[config.mk]
export PLATFORM = sky130hd
export DESIGN_NAME = wb_fetch_unit_flat
export DESIGN_NICKNAME = d
export VERILOG_FILES = /design/src/rtl/wb_fetch_unit_if.sv /design/src/rtl/wb_fetch_unit.sv /design/src/flat_wrapper.sv
export SDC_FILE = /design/constraint.sdc
export NUM_CORES = 1
export LEC_CHECK = 0
export ABC_AREA = 1
export CAP_MARGIN = 5
export CORE_ASPECT_RATIO = 0.6
export CORE_MARGIN = 2
export CORE_UTILIZATION = 34
export DETAILED_ROUTE_END_ITERATION = 12
export DONT_BUFFER_PORTS = 1
export SYNTH_ARGS = -nofsm -noshare
export SYNTH_HDL_FRONTEND = slang
export SYNTH_SLANG_ARGS = --single-unit
[constraint.sdc]
create_clock -name clk_i -period 8.5 [get_ports clk_i]
set_clock_uncertainty 0.05 [all_clocks]
set_input_delay 1.275 -clock clk_i [delete_from_list [all_inputs] [get_ports clk_i]]
set_output_delay 1.275 -clock clk_i [all_outputs]
set_load 0.02 [all_outputs]
[src/rtl/wb_fetch_unit_if.sv]
// Bus bundle for wb_fetch_unit: load/ALU write-back, instruction-memory port and decode handshake.
interface wb_fetch_unit_if #(
    parameter int unsigned XLEN    = 32,
    parameter int unsigned MEM_W   = 16,
    parameter int unsigned INSTR_W = 16
);
    logic               load_start_i;
    logic [1:0]         load_size_i;
    logic               load_signed_i;
    logic [MEM_W-1:0]   data_read_i;
    logic               data_valid_i;
    logic [XLEN-1:0]    data_calc_i;
    logic               calc_valid_i;
    logic [XLEN-1:0]    write_back_o;
    logic               wb_valid_o;
    logic               wb_busy_o;
    logic               stall_fetch_i;
    logic               branch_i;
    logic [XLEN-1:0]    branch_pc_i;
    logic [XLEN-1:0]    instr_mem_addr_o;
    logic               instr_mem_re_o;
    logic [INSTR_W-1:0] instr_rdata_i;
    logic               instr_rvalid_i;
    logic               fetch_valid_o;
    logic               fetch_ready_i;
    logic [INSTR_W-1:0] fetch_instr_o;
    logic [XLEN-1:0]    fetch_pc_o;
    logic [XLEN-1:0]    next_pc_o;

    modport slave (
        input  load_start_i, load_size_i, load_signed_i, data_read_i, data_valid_i,
        input  data_calc_i, calc_valid_i, stall_fetch_i, branch_i, branch_pc_i,
        input  instr_rdata_i, instr_rvalid_i, fetch_ready_i,
        output write_back_o, wb_valid_o, wb_busy_o, instr_mem_addr_o, instr_mem_re_o,
        output fetch_valid_o, fetch_instr_o, fetch_pc_o, next_pc_o
    );

    modport master (
        output load_start_i, load_size_i, load_signed_i, data_read_i, data_valid_i,
        output data_calc_i, calc_valid_i, stall_fetch_i, branch_i, branch_pc_i,
        output instr_rdata_i, instr_rvalid_i, fetch_ready_i,
        input  write_back_o, wb_valid_o, wb_busy_o, instr_mem_addr_o, instr_mem_re_o,
        input  fetch_valid_o, fetch_instr_o, fetch_pc_o, next_pc_o
    );
endinterface

[src/rtl/wb_fetch_unit.sv]
// Combined write-back (multi-beat load assembly, load/ALU mux) and instruction fetch
// (PC, latency-1 request issue, fetch queue toward decode with branch flush).
module wb_fetch_unit #(
    parameter int unsigned    XLEN     = 32,
    parameter int unsigned    MEM_W    = 16,
    parameter int unsigned    INSTR_W  = 16,
    parameter int unsigned    FQ_DEPTH = 2,
    parameter logic [XLEN-1:0] PC_RESET = '0
) (
    input  logic           clk_i,
    input  logic           rst_i,
    wb_fetch_unit_if.slave bus
);
    localparam int unsigned MAX_NB = XLEN / MEM_W;
    localparam int unsigned CNT_W  = (MAX_NB > 1) ? $clog2(MAX_NB) : 1;
    localparam int unsigned PTR_W  = (FQ_DEPTH > 1) ? $clog2(FQ_DEPTH) : 1;
    localparam int unsigned QCNT_W = $clog2(FQ_DEPTH + 1);
    localparam int unsigned STEP_B = INSTR_W / 8;

    typedef enum logic {S_IDLE, S_COLLECT} state_e;

    function automatic int unsigned load_bits(input logic [1:0] size);
        int unsigned b;
        case (size)
            2'd0:    b = 8;
            2'd1:    b = 16;
            default: b = 32;
        endcase
        return (b > XLEN) ? XLEN : b;
    endfunction

    function automatic int unsigned load_beats(input logic [1:0] size);
        int unsigned nb;
        nb = load_bits(size) / MEM_W;
        return (nb == 0) ? 1 : nb;
    endfunction

    // Keep the low load-width bits, then zero or sign fill above them.
    function automatic logic [XLEN-1:0] extend(input logic [XLEN-1:0] raw,
                                               input logic [1:0] size, input logic sgn);
        int unsigned     w;
        logic [XLEN-1:0] mask;
        w    = load_bits(size);
        mask = ~({XLEN{1'b1}} << w);
        if (sgn && ((raw & (XLEN'(1) << (w - 1))) != '0)) return raw | ~mask;
        return raw & mask;
    endfunction

    function automatic logic [PTR_W-1:0] ptr_inc(input logic [PTR_W-1:0] p);
        return (p == PTR_W'(FQ_DEPTH - 1)) ? '0 : p + PTR_W'(1);
    endfunction

    state_e            state_q, state_d;
    logic [1:0]        size_q, size_d;
    logic              sgn_q, sgn_d;
    logic [CNT_W-1:0]  cnt_q, cnt_d;
    logic [XLEN-1:0]   asm_q, asm_d;
    logic              wb_valid_c;
    logic [XLEN-1:0]   wb_data_c;
    logic [1:0]        cur_size;
    logic              cur_sgn;
    logic [CNT_W-1:0]  beat_idx;
    logic [XLEN-1:0]   merged;
    logic              last_beat;

    // Load assembly and write-back mux; the final beat bypasses the assembly register.
    always_comb begin
        state_d    = state_q;
        size_d     = size_q;
        sgn_d      = sgn_q;
        cnt_d      = cnt_q;
        asm_d      = asm_q;
        wb_valid_c = 1'b0;
        wb_data_c  = '0;
        cur_size   = size_q;
        cur_sgn    = sgn_q;
        beat_idx   = cnt_q;
        merged     = asm_q;
        if (state_q == S_IDLE) begin
            cur_size = bus.load_size_i;
            cur_sgn  = bus.load_signed_i;
            beat_idx = '0;
            merged   = '0;
        end
        merged    = merged | (XLEN'(bus.data_read_i) << (32'(beat_idx) * MEM_W));
        last_beat = (32'(beat_idx) + 32'd1) >= load_beats(cur_size);

        case (state_q)
            S_IDLE: begin
                if (bus.calc_valid_i) begin
                    wb_valid_c = 1'b1;
                    wb_data_c  = bus.data_calc_i;
                end
                if (bus.load_start_i) begin
                    size_d  = cur_size;
                    sgn_d   = cur_sgn;
                    cnt_d   = '0;
                    asm_d   = '0;
                    state_d = S_COLLECT;
                    if (bus.data_valid_i) begin
                        if (last_beat) begin
                            state_d    = S_IDLE;
                            wb_valid_c = 1'b1;
                            wb_data_c  = extend(merged, cur_size, cur_sgn);
                        end else begin
                            cnt_d = CNT_W'(1);
                            asm_d = merged;
                        end
                    end
                end
            end
            S_COLLECT: begin
                if (bus.data_valid_i) begin
                    if (last_beat) begin
                        state_d    = S_IDLE;
                        cnt_d      = '0;
                        asm_d      = '0;
                        wb_valid_c = 1'b1;
                        wb_data_c  = extend(merged, cur_size, cur_sgn);
                    end else begin
                        cnt_d = cnt_q + CNT_W'(1);
                        asm_d = merged;
                    end
                end
            end
        endcase
    end

    assign bus.write_back_o = wb_data_c;
    assign bus.wb_valid_o   = wb_valid_c;
    assign bus.wb_busy_o    = (state_q == S_COLLECT);

    logic [XLEN-1:0]    pc_q, pc_d, req_addr_q, addr_c;
    logic               inflight_q;
    logic               re_c, push_c, pop_c, room_c;
    logic [PTR_W-1:0]   rd_ptr_q, rd_ptr_d, wr_ptr_q, wr_ptr_d;
    logic [QCNT_W-1:0]  count_q, count_d;
    logic [INSTR_W-1:0] instr_mem [FQ_DEPTH];
    logic [XLEN-1:0]    pc_mem    [FQ_DEPTH];

    // Room counts the in-flight response; a branch flushes so it may always issue.
    always_comb begin
        room_c   = (32'(count_q) + 32'(inflight_q)) < FQ_DEPTH;
        addr_c   = bus.branch_i ? bus.branch_pc_i : pc_q;
        re_c     = !bus.stall_fetch_i && (bus.branch_i || room_c);
        push_c   = bus.instr_rvalid_i && !bus.branch_i;
        pop_c    = (count_q != '0) && bus.fetch_ready_i && !bus.branch_i;
        pc_d     = pc_q;
        rd_ptr_d = rd_ptr_q;
        wr_ptr_d = wr_ptr_q;
        count_d  = count_q;
        if (re_c)              pc_d = addr_c + XLEN'(STEP_B);
        else if (bus.branch_i) pc_d = bus.branch_pc_i;
        if (bus.branch_i) begin
            rd_ptr_d = '0;
            wr_ptr_d = '0;
            count_d  = '0;
        end else begin
            if (push_c) wr_ptr_d = ptr_inc(wr_ptr_q);
            if (pop_c)  rd_ptr_d = ptr_inc(rd_ptr_q);
            if (push_c && !pop_c)      count_d = count_q + QCNT_W'(1);
            else if (!push_c && pop_c) count_d = count_q - QCNT_W'(1);
        end
    end

    always_ff @(posedge clk_i) begin
        if (rst_i) begin
            state_q    <= S_IDLE;
            size_q     <= '0;
            sgn_q      <= 1'b0;
            cnt_q      <= '0;
            asm_q      <= '0;
            pc_q       <= PC_RESET;
            req_addr_q <= '0;
            inflight_q <= 1'b0;
            rd_ptr_q   <= '0;
            wr_ptr_q   <= '0;
            count_q    <= '0;
        end else begin
            state_q    <= state_d;
            size_q     <= size_d;
            sgn_q      <= sgn_d;
            cnt_q      <= cnt_d;
            asm_q      <= asm_d;
            pc_q       <= pc_d;
            req_addr_q <= addr_c;
            inflight_q <= re_c;
            rd_ptr_q   <= rd_ptr_d;
            wr_ptr_q   <= wr_ptr_d;
            count_q    <= count_d;
        end
    end

    // Queue storage needs no reset: count_q qualifies every entry.
    always_ff @(posedge clk_i) begin
        if (push_c) begin
            instr_mem[wr_ptr_q] <= bus.instr_rdata_i;
            pc_mem[wr_ptr_q]    <= req_addr_q;
        end
    end

    assign bus.instr_mem_addr_o = addr_c;
    assign bus.instr_mem_re_o   = re_c;
    assign bus.fetch_valid_o    = (count_q != '0);
    assign bus.fetch_instr_o    = instr_mem[rd_ptr_q];
    assign bus.fetch_pc_o       = pc_mem[rd_ptr_q];
    assign bus.next_pc_o        = pc_mem[rd_ptr_q] + XLEN'(STEP_B);

    a_no_overflow: assert property (@(posedge clk_i) disable iff (rst_i)
        !(push_c && !pop_c && (count_q == QCNT_W'(FQ_DEPTH))));
endmodule

[src/flat_wrapper.sv]
// flat-port wrapper written by rule: the top's interface ports become plain ports
module wb_fetch_unit_flat 
#(
    parameter int unsigned    XLEN     = 32,
    parameter int unsigned    MEM_W    = 16,
    parameter int unsigned    INSTR_W  = 16,
    parameter int unsigned    FQ_DEPTH = 2,
    parameter logic [XLEN-1:0] PC_RESET = '0
)
  (clk_i, rst_i, bus_load_start_i, bus_load_size_i, bus_load_signed_i, bus_data_read_i, bus_data_valid_i, bus_data_calc_i, bus_calc_valid_i, bus_stall_fetch_i, bus_branch_i, bus_branch_pc_i, bus_instr_rdata_i, bus_instr_rvalid_i, bus_fetch_ready_i, bus_write_back_o, bus_wb_valid_o, bus_wb_busy_o, bus_instr_mem_addr_o, bus_instr_mem_re_o, bus_fetch_valid_o, bus_fetch_instr_o, bus_fetch_pc_o, bus_next_pc_o);
  wb_fetch_unit_if #(.XLEN(XLEN), .MEM_W(MEM_W), .INSTR_W(INSTR_W)) bus_i ();
  input  logic clk_i;
  input  logic rst_i;
  input wire logic [$bits(bus_i.load_start_i)-1:0] bus_load_start_i;
  input wire logic [$bits(bus_i.load_size_i)-1:0] bus_load_size_i;
  input wire logic [$bits(bus_i.load_signed_i)-1:0] bus_load_signed_i;
  input wire logic [$bits(bus_i.data_read_i)-1:0] bus_data_read_i;
  input wire logic [$bits(bus_i.data_valid_i)-1:0] bus_data_valid_i;
  input wire logic [$bits(bus_i.data_calc_i)-1:0] bus_data_calc_i;
  input wire logic [$bits(bus_i.calc_valid_i)-1:0] bus_calc_valid_i;
  input wire logic [$bits(bus_i.stall_fetch_i)-1:0] bus_stall_fetch_i;
  input wire logic [$bits(bus_i.branch_i)-1:0] bus_branch_i;
  input wire logic [$bits(bus_i.branch_pc_i)-1:0] bus_branch_pc_i;
  input wire logic [$bits(bus_i.instr_rdata_i)-1:0] bus_instr_rdata_i;
  input wire logic [$bits(bus_i.instr_rvalid_i)-1:0] bus_instr_rvalid_i;
  input wire logic [$bits(bus_i.fetch_ready_i)-1:0] bus_fetch_ready_i;
  output wire logic [$bits(bus_i.write_back_o)-1:0] bus_write_back_o;
  output wire logic [$bits(bus_i.wb_valid_o)-1:0] bus_wb_valid_o;
  output wire logic [$bits(bus_i.wb_busy_o)-1:0] bus_wb_busy_o;
  output wire logic [$bits(bus_i.instr_mem_addr_o)-1:0] bus_instr_mem_addr_o;
  output wire logic [$bits(bus_i.instr_mem_re_o)-1:0] bus_instr_mem_re_o;
  output wire logic [$bits(bus_i.fetch_valid_o)-1:0] bus_fetch_valid_o;
  output wire logic [$bits(bus_i.fetch_instr_o)-1:0] bus_fetch_instr_o;
  output wire logic [$bits(bus_i.fetch_pc_o)-1:0] bus_fetch_pc_o;
  output wire logic [$bits(bus_i.next_pc_o)-1:0] bus_next_pc_o;
  assign bus_i.load_start_i = bus_load_start_i;
  assign bus_i.load_size_i = bus_load_size_i;
  assign bus_i.load_signed_i = bus_load_signed_i;
  assign bus_i.data_read_i = bus_data_read_i;
  assign bus_i.data_valid_i = bus_data_valid_i;
  assign bus_i.data_calc_i = bus_data_calc_i;
  assign bus_i.calc_valid_i = bus_calc_valid_i;
  assign bus_i.stall_fetch_i = bus_stall_fetch_i;
  assign bus_i.branch_i = bus_branch_i;
  assign bus_i.branch_pc_i = bus_branch_pc_i;
  assign bus_i.instr_rdata_i = bus_instr_rdata_i;
  assign bus_i.instr_rvalid_i = bus_instr_rvalid_i;
  assign bus_i.fetch_ready_i = bus_fetch_ready_i;
  assign bus_write_back_o = bus_i.write_back_o;
  assign bus_wb_valid_o = bus_i.wb_valid_o;
  assign bus_wb_busy_o = bus_i.wb_busy_o;
  assign bus_instr_mem_addr_o = bus_i.instr_mem_addr_o;
  assign bus_instr_mem_re_o = bus_i.instr_mem_re_o;
  assign bus_fetch_valid_o = bus_i.fetch_valid_o;
  assign bus_fetch_instr_o = bus_i.fetch_instr_o;
  assign bus_fetch_pc_o = bus_i.fetch_pc_o;
  assign bus_next_pc_o = bus_i.next_pc_o;
  wb_fetch_unit #(.XLEN(XLEN), .MEM_W(MEM_W), .INSTR_W(INSTR_W), .FQ_DEPTH(FQ_DEPTH), .PC_RESET(PC_RESET)) u_core (.clk_i(clk_i), .rst_i(rst_i), .bus(bus_i));
endmodule
==> metrics.yaml <==
final_hold_viol_count: 0
min_period_over_period: 0.605
cp-start-kind: "flip-flop"
yosysWarnings: 0
grt_usage: 0.180
worstHoldPathCells: 0
antenna_found_initial: 4
status: "finished clean"
pin_count: 256
synth.distinct_cells: 44
port_buffers: 0
wl_mm: 29.1
fin_crit_ns: 5.14
rsz0062_at_grt: "false"
async_flop_share: 0
cp_max_fo: 50
grt_pass1_wl_mm: 42.3
place_congestion: 0.939
insertion_delay_ns: 0.51
final_nets: 1351
max_cap_violations: 0
start_util: 0.348
areaGrowthSynthToFinish_pct: 9.84
synth_commonest_cells: "nand2_1, inv_1, dfxtp_1"
slowest_stage: "dfxtp_4"
pre_cts_ws_ns: 3.83
vdd_drop_max_mv: 0.136
hold_class: "reg -> reg"
synth_area_per_cell_sq_um: 7.98
fp.dieW_microns: 226
crit_path_end_kind: "output pin"
yosysTopAreaCell: "edfxtp_1"
dp_hpwl_mm: 22.0
report.power.total_mw: 2.32
timing.rr.start: "u_core.size_q[1]"
cts_hold_buf: 0
drt_iter0_markers: 729
max_freq_mhz: 194
design_area_sq_mm: 0.0111
crit_buf_inv: 2
grt_pass1_vias: 6975
setup_slack_ns: 3.36
drt-wirelength-per-cell_microns: 17.6
relSlewSlack: 0.290
fin_tns_setup_ns: 0
rr_worst_depth: 8
finalSetupViolCount: 0
whs_endpoint: "u_core.pc_mem[0][14]"
synth_edf_count: 96
post_cts_buffers: 0
grt_max_degree: 89
synth_area_leaders: "edfxtp_1, dfxtp_1, nand2_1"
clkTransAtPathRegs_ns: 0.06
syn-num-nets: 1373
yosys_register_bits: 202
path_delay_family: "buffers and inverters"
rrSetupSlack_ns: 5.94
first_pass_iters: 5
drc: 0
final-max-slew-violation-count: 0
required_ns: 7.17
vias_per_cell: 4.94
worstPathArrival_ns: 3.82
placed_area_sq_mm: 0.0103
drive_above_1_share: 0.104
path_class: "reg -> out"
synthCells: 1262
yosysSeqAreaShare: 0.497
cts.sinks: 202
netlist_area_sq_mm: 0.0101
htree_levels: 1
dieArea_sq_mm: 0.0311
post_cts_resized: 0
p_leak_nw: 4.46
clk_path_buf_depth: 3
synth_top_area_share: 0.286
yosysMostFrequentCell: "nand2_1"
critPathMaxStageDelay_ns: 0.56
ant_nets: 0
p_per_area_mw_per_mm2: 210
crit_chain: "buf_4 > o21ai_1 > inv_1 > ha_1 > nand2_1 > nor2_1 > nand2_2 > nor2_2 > nand4_1 > xnor2_1"
fill_cells: 3011
root_buffer: "clkbuf_16"
vias: 8192
worstMarginPinSlew_ns: 1.06
synth_flop_cell: "dfxtp_1"
cts-buffers-inserted: 22
core_sq_mm: 0.0289
cts_tree: "yes"
hp-start: "u_core.req_addr_q[14]"
fp.dieH_microns: 137
overflow: 0
post-route-util: 0.382
rr_endpoint: "u_core.asm_q[28]"
fp-row-count: 48
## cell type report
cell class,count,area [sq um],area share
multi-input combinational,853,4170,0.377
tap,400,500,0.0452
timing repair buffer,7,72.6,0.00656
sequential,202,5010,0.453
clock inverter,12,153,0.0138
inverter,154,586,0.0529
antenna,2,5.00,0.000452
clock buffer,27,569,0.0515
## worst max-delay path by stage
| stage | end | cells past startpoint | start |
|---|---|---|---|
| after floorplan | u_core.instr_mem[1][0] | 6 | bus_branch_i |
| after global placement | bus_next_pc_o[27] | 10 | flip-flop |
| after detailed placement | bus_next_pc_o[27] | 10 | flip-flop |
| after CTS | bus_next_pc_o[27] | 10 | flip-flop |
| after global routing | bus_next_pc_o[27] | 10 | flip-flop |
| final | bus_next_pc_o[27] | 10 | flip-flop |
## placed cells by master, fill, tap and decap left out, types with 4 or more instances in the layout
master / Yosys / final
nand2_1: 400 / 400
inv_1: 147 / 147
dfxtp_1: 106 / 105
nor2_1: 100 / 97
edfxtp_1: 96 / 96
o21ai_0: 69 / 69
a21oi_1: 56 / 55
nand3_1: 52 / 52
nand2_2: 25 / 25
xor2_1: 24 / 24
clkbuf_16: 0 / 22
nor2_2: 17 / 18
mux2_2: 17 / 17
o21ai_1: 15 / 15
nand4_1: 13 / 13
nor3_1: 11 / 11
a32o_1: 8 / 8
o21ai_2: 6 / 6
nor2_4: 4 / 6
buf_4: 5 / 6
inv_2: 5 / 5
clkbuf_1: 25 / 5
o21ai_4: 4 / 4
o211ai_1: 4 / 4
## flip-flops by register name, summed over array words and instances, names as in the netlist, named ones only
register / cells
u_core.asm_q: 32
u_core.bus.wb_busy_o: 1
u_core.cnt_q: 1
u_core.count_q: 2
u_core.inflight_q: 1
u_core.instr_mem: 32
u_core.pc_mem: 64
u_core.pc_q: 31
u_core.rd_ptr_q: 1
u_core.req_addr_q: 32
u_core.sgn_q: 1
u_core.size_q: 2
u_core.wr_ptr_q: 1
## stage by stage
step | hold slack [ns] | cells
after floorplan | 0.354 | 1262
after global routing | 0.382 | 1656
after detailed placement | 0.363 | 1615
after CTS | 0.376 | 1654
after global placement | 0.355 | 1615
final | 0.377 | 1657
## cell families (layout without fill, tap and decap cells)
| group | after synthesis | in the layout | share of synthesized area |
|---|---|---|---|
| xor+xnor | 27 | 27 | 0.0235 |
| compound gates | 171 | 171 | 0.0990 |
| flops | 202 | 202 | 0.497 |
| other cells | 0 | 2 | 0 |
| simple gates | 635 | 635 | 0.266 |
| mux | 17 | 17 | 0.0190 |
| buf+inv | 207 | 200 | 0.0913 |
| fa+ha+maj | 3 | 3 | 0.00373 |
## worst register-to-register path, stage by stage (launching register included)
cell and delay [ns]:
dfxtp_1 0.72, nand2_1 0.13, nand2_1 0.23, nand2_1 0.10, inv_1 0.08, nand3_1 0.08
inv_1 0.78, nand2_1 0.11, a21oi_1 0.20
## report_power, final
group | total [mW] | switching (mW) | internal, mW
Sequential | 1.08 | 0.0174 | 1.06
Clock | 0.962 | 0.391 | 0.570
Combinational | 0.285 | 0.226 | 0.0589
Total | 2.32 | 0.635 | 1.69
## routing by layer
layer  share of wire  wire length [microns]  vias up  GRT usage
met5               0                      0        -          0
met4           0.014                    393        0     0.0362
met3            0.10                   2900       31     0.0392
met2            0.38                  10900      352      0.228
met1            0.51                  14900     3803      0.298
li1                -                      -     4006          -
No activity file was read; power rests on OpenSTA's default activity.
